===== config.mk =====
export PLATFORM = sky130hd
export DESIGN_NAME = shift_register_deserializer_async
export DESIGN_NICKNAME = d
export VERILOG_FILES = /design/src/rtl/shift_register_deserializer_async.sv
export SDC_FILE = /design/constraint.sdc
export NUM_CORES = 1
export LEC_CHECK = 0
export ABC_CLOCK_PERIOD_IN_PS = 2200
export CORE_MARGIN = 4
export CORE_UTILIZATION = 52
export CTS_CLUSTER_DIAMETER = 50
export DETAILED_ROUTE_END_ITERATION = 8
export PLACE_DENSITY_LB_ADDON = 0.25
export SLEW_MARGIN = 20
export SYNTH_ARGS = -nofsm -noshare
export SYNTH_HDL_FRONTEND = slang
export SYNTH_SLANG_ARGS = --single-unit

===== constraint.sdc =====
create_clock -name clk -period 2.2 [get_ports clk]
set_clock_uncertainty 0.2 [all_clocks]
set_input_delay 0.55 -clock clk [delete_from_list [all_inputs] [get_ports clk]]
set_output_delay 0.55 -clock clk [all_outputs]
set_load 0.03 [all_outputs]

===== src/rtl/shift_register_deserializer_async.sv =====
// Serial-in/parallel-out receiver for the MSB-first shift-register link.
// Rebuilds WIDTH-bit words and hands them off with a valid/ack handshake; flags dropped words.
module shift_register_deserializer_async #(
  parameter int WIDTH = 16
) (
  input  logic             clk,
  input  logic             resetn,
  input  logic             start,
  input  logic             abort,
  input  logic             bit_en,
  input  logic             serial_in,
  input  logic             data_ack,
  output logic [WIDTH-1:0] data_out,
  output logic             data_valid,
  output logic             busy,
  output logic             overrun
);

  localparam int CW = (WIDTH > 1) ? $clog2(WIDTH) : 1;
  localparam logic [CW-1:0] LAST_BIT = CW'(WIDTH - 1);

  localparam logic ST_IDLE  = 1'b0;
  localparam logic ST_SHIFT = 1'b1;

  logic             state_reg;
  logic [WIDTH-1:0] shreg_reg;
  logic [CW-1:0]    count_reg;
  logic [WIDTH-1:0] data_out_reg;
  logic             valid_reg;
  logic             overrun_reg;

  logic             shift_now;
  logic             completion;
  logic [WIDTH-1:0] word_next;

  // abort takes priority over a bit strobe arriving in the same cycle
  assign shift_now  = (state_reg == ST_SHIFT) && !abort && bit_en;
  assign completion = shift_now && (count_reg == LAST_BIT);
  assign word_next  = {shreg_reg[WIDTH-2:0], serial_in};

  always_ff @(posedge clk or negedge resetn) begin
    if (!resetn) begin
      state_reg <= ST_IDLE;
      shreg_reg <= '0;
      count_reg <= '0;
    end else begin
      case (state_reg)
        ST_IDLE: begin
          if (start) begin
            state_reg <= ST_SHIFT;
            count_reg <= '0;
          end
        end
        ST_SHIFT: begin
          if (abort) begin
            state_reg <= ST_IDLE;
            count_reg <= '0;
          end else if (bit_en) begin
            shreg_reg <= word_next;
            if (count_reg == LAST_BIT) begin
              state_reg <= ST_IDLE;
              count_reg <= '0;
            end else begin
              count_reg <= count_reg + 1'b1;
            end
          end
        end
        default: begin
          state_reg <= ST_IDLE;
          count_reg <= '0;
        end
      endcase
    end
  end

  // A completing word is only lost when the previous one is still unacknowledged
  always_ff @(posedge clk or negedge resetn) begin
    if (!resetn) begin
      data_out_reg <= '0;
      valid_reg    <= 1'b0;
      overrun_reg  <= 1'b0;
    end else begin
      if (completion) begin
        if (!valid_reg || data_ack) begin
          data_out_reg <= word_next;
          valid_reg    <= 1'b1;
        end else begin
          overrun_reg <= 1'b1;
        end
      end else if (data_ack) begin
        valid_reg <= 1'b0;
      end
    end
  end

  assign data_out   = data_out_reg;
  assign data_valid = valid_reg;
  assign busy       = (state_reg == ST_SHIFT);
  assign overrun    = overrun_reg;

endmodule

== Word level (Yosys, flattened, before mapping) ==
Index checks and enable logic that the tools add are counted.
Cells by class
  $add $sub $neg: 1
  equality and inequality tests: 4
  mux-type cells: 13
  bitwise operators: 3
  reductions and logical operators: 12
Operators by type and width (count)
  2-to-1 mux 4 bit: 4
  case mux 4 bit (2 select lines): 1
  AND reduction 2 bit: 4
  2-to-1 mux 1 bit: 7
  adder 4 x 1 -> 4 bit (second input constant): 1
  equality test 4 bit (second input constant): 1
  logical AND 1 bit: 3
  != test 3 bit (second input constant): 1
  inverter 1 bit: 3
  AND reduction 3 bit: 1
  logical NOT 1 bit: 2
  != test 2 x 1 -> 1 bit (second input constant): 1
  != test 2 bit (second input constant): 1
  case mux 1 bit (2 select lines): 1
  nonzero test 2 bit: 1
  logical OR 1 bit: 1
Storage, ports and cells
  bits in registers: 38
  input port bits: 7

== Longest topological paths before layout ==
  depth in word-level cells: 6
  mapped depth: 5

== Least setup slack after synthesis ==
Ideal clock, no wire load.
  kind: register to register
  start point: register count_reg[0]
  end point: register data_out_reg[10] (netlist: data_out[10])
  library setup time: 0.125 ns
  arrival: 1.550 ns
  required time: 1.875 ns
  slack: 0.325 ns
  stages on the path, launching flop included: 6
  path buffers: 1
  path through: dfrtp_1 -> ha_1 -> nand3_2 -> nor3_4 -> buf_12 -> mux2_4
Between the ends
  word-level cells in the longest chain between the ends: 3
Ends and longest elaborated chain
  from (decl): RTL line 27  | logic [CW-1:0] count_reg;
  from (signal assigned): RTL line 64  | count_reg <= count_reg + 1'b1;
  equality test 4 bit: RTL line 38  | assign completion = shift_now && (count_reg == LAST_BIT);
  logical AND 1 bit: RTL line 38
  AND reduction 2 bit (no line)
  to (signal assigned): RTL line 85  | data_out_reg <= word_next;
  to (decl): RTL line 28  | logic [WIDTH-1:0] data_out_reg;
No other way between the ends.
A chain may end at the register's enable or synchronous reset.

== Worst setup path after layout ==
  start point: register data_out_reg[14] (netlist: data_out[14])
  end point: output data_out[14]
RTL lines
  to (decl): RTL line 13  | output logic [WIDTH-1:0] data_out,
No word-level cell between the ends.

==> impl_results.md <==
* Status: complete, no violations
* Slew Limit Fails at 0
* Minimum hold slack at 0.275 ns
* Seq cells post-synth at 38
* Core box area at 0.00283 mm²
* Fin crit share at 96.8%
* Layout fillers at 203
* ANT nets after route at 0
* PD cells at 683 mW/mm²
* Critical Path Fanout Max at 2
* Pre-antenna DRT Iters at 2
* Seq/Total Area, Yosys at 60.0%
* Buffers on Ports at 25
* Share of Yosys cell area claimed by the top area cell type at 60.0%
* DR iter-0 viols at 48
* FP Rows at 19
* Mapped Cells at 101
* Worst slew margin at 77.4%
* Critical Path AT at 1.38 ns
* Die height at 63.2 µm
* R2R Path End: data_out[15]
* CTS tree: yes
* # clock sinks at 38
* Hold Vio Cnt, Final at 0
* Clock transition at path regs at 0.11 ns
* Distinct cell type count after synthesis at 27
* Crit path buffers/inverters at 1
* WP data required at 1.45 ns
* Worst IR Drop VDD at 0.515 mV
* Latest clock arrival within the worst-skew pair at 0.33 ns
* Crit start category: register
* Top-Level Pins at 26
* Max_cap viols at 0
* Routed vias/inst at 5.37
* Initial antenna violation count at 0
* Final layout net count at 148
* Largest cells by area after synthesis: dfrtp_1 60%, mux2_2 15%, mux2_4 9.5%, buf_12 1.3%, nand3b_4 1.3%
* Max reg flops at 16
* Flop-to-flop setup slack at 0.26 ns
* Synth-to-Final Area Change at 26.0%
* Post-CTS Setup Inserts at 0
* Fin crit period at 2.13 ns
* Clk root buf: clkbuf_4
* Worst Reg-to-Reg Cells at 5
* Clock buffer count from CTS at 5
* Vias in the first global route at 1015
* Number of remaining DRC errors at 0
* Placer Congestion at 0.767
* Leak at 1.15 nW
* Starting density of the core at 56.0%
* Min-delay worst type: register to register
* Share of layout cells above drive strength 1 at 37.6%
* H-tree levels at 2
* Die Span X at 63.2 µm
* Cell family with most CP delay: buffers and inverters
* Cell taking the most area after synthesis: dfrtp_1
* DP Wirelength at 1870 µm
* Antenna Cells at 0
* Slowest-stage cell, CP: clkdlybuf4s50_1
* Power, Total at 1.36 mW
* Endpoints failing setup at 0
* Crit-path max cell delay at 0.68 ns
* WHS Endpoint: overrun
* RR Startpoint: count_reg[0]
* WHS Path Cells at 1
* GRT Residual Overflow at 0
* Synth Area per Inst at 15.7 µm²
* First-pass GRT wire length at 4540 µm
* Vias at 923
* CP Cell Sequence: clkdlybuf4s50_1
* CTS max path bufs at 2
* Synth warn at 0
* Final wirelength at 2580 µm
* Wire per inst at 15.0 µm
* Min-delay src: overrun
* Syn Nets at 109
* Crit path depth at 1
* Gr usage total at 15.0%
* Worst Tran Pin Value at 0.338 ns
* Fmax at 0.470 GHz
* Largest net degree at the start of global routing at 21
* Die Area at 0.00400 mm²
* Crit Path Class: register to output pin
* Syn Std Cell Area at 0.00159 mm²
* Worst setup EP type: output pin
==> worst max-delay path by stage <==
stage                  from           end  slack, ns
2_1_floorplan  count_reg[0]  data_out[10]       0.33
3_3_place_gp         bit_en  data_out[13]      -0.02
3_5_place_dp         bit_en  data_out[15]      -0.05
4_1_cts         data_out[6]   data_out[6]       0.04
5_1_grt         data_out[8]   data_out[8]     -0.004
6_report       data_out[14]  data_out[14]       0.07
==> per-layer routing <==
metal | GRT usage (%) | share of wire [%] | vias up
met1 | 17.5 | 44 | 451
li1 | - | - | 443
met3 | 6.93 | 5.4 | 6
met2 | 23.8 | 48 | 23
met5 | 0 | 0 | -
met4 | 6.47 | 2.0 | 0
==> cells in the mapped netlist <==
cell type	n
a41oi_1	1
nor2_1	1
nand2b_1	2
or3b_2	1
a22o_1	1
and2_1	1
a21o_1	2
a211oi_1	1
mux2_2	21
buf_12	1
nand2_1	2
nand3b_4	1
nor3_4	1
o2bb2ai_1	2
and2b_1	1
nand3_1	2
inv_1	2
or2b_1	1
buf_2	2
o21ai_0	2
ha_1	1
mux2_4	10
nor3_1	1
or2_2	1
nand3_2	1
a211o_1	1
dfrtp_1	38
==> cells in the final DEF (no fill, tap or decap), types with 2 or more instances in the layout <==
cell,instances
nand2_1,2
nand3_1,2
dfrtp_1,38
mux2_2,21
inv_1,2
clkdlybuf4s50_1,14
clkbuf_4,5
o2bb2ai_1,2
dlymetal6s2s_1,9
buf_4,9
mux2_4,10
nand2b_1,2
a21o_1,2
o21ai_0,2
==> power breakdown <==
group | leakage [nW] | internal (mW) | switching [mW]
Combinational | 0.599 | 0.0956 | 0.0632
Sequential | 0.517 | 0.779 | 0.0610
Clock | 0.0353 | 0.155 | 0.211
==> logic make-up after synthesis <==
logic type               share of synthesized area [%]
AND/OR/NAND/NOR                                   7.66
flip-flops                                        60.0
adder cells (fa/ha/maj)                          0.789
AO/OA/AOI/OAI                                     4.81
multiplexers                                      24.4
buffers and inverters                             2.37
==> cell type report <==
| cell class | count | area, µm² | share of cell area, % |
|---|---|---|---|
| clock buffer | 7 | 55.1 | 2.76 |
| clock inverter | 1 | 5.00 | 0.250 |
| inverter | 2 | 7.51 | 0.376 |
| multi-input combinational | 58 | 597 | 29.9 |
| sequential | 38 | 951 | 47.6 |
| tap | 31 | 38.8 | 1.94 |
| timing repair buffer | 35 | 344 | 17.2 |
==> repair_timing <==
action                                  4_1_cts  5_1_grt
hold buffers                                  1        0
endpoints found under the hold margin         9        0
resized for setup                             1        9
gates cloned                                  0        0
endpoints found under the setup margin        1        9
==> through the flow <==
stage / setup slack [ns] / cell area [µm²] / util [%] / setup TNS [ns] / cells
floorplan: 0.325 / 1590 / - / 0 / 101
global placement: -0.0208 / 1910 / 67.4 / -0.244 / 163
detailed placement: -0.0512 / 1910 / 67.4 / -0.628 / 163
CTS: 0.0404 / 1980 / 69.8 / 0 / 172
global route: -0.00423 / 2000 / 70.6 / -0.00946 / 172
finish: 0.0711 / 2000 / 70.6 / 0 / 172
Note: power is estimated with default switching activity, not from simulation.
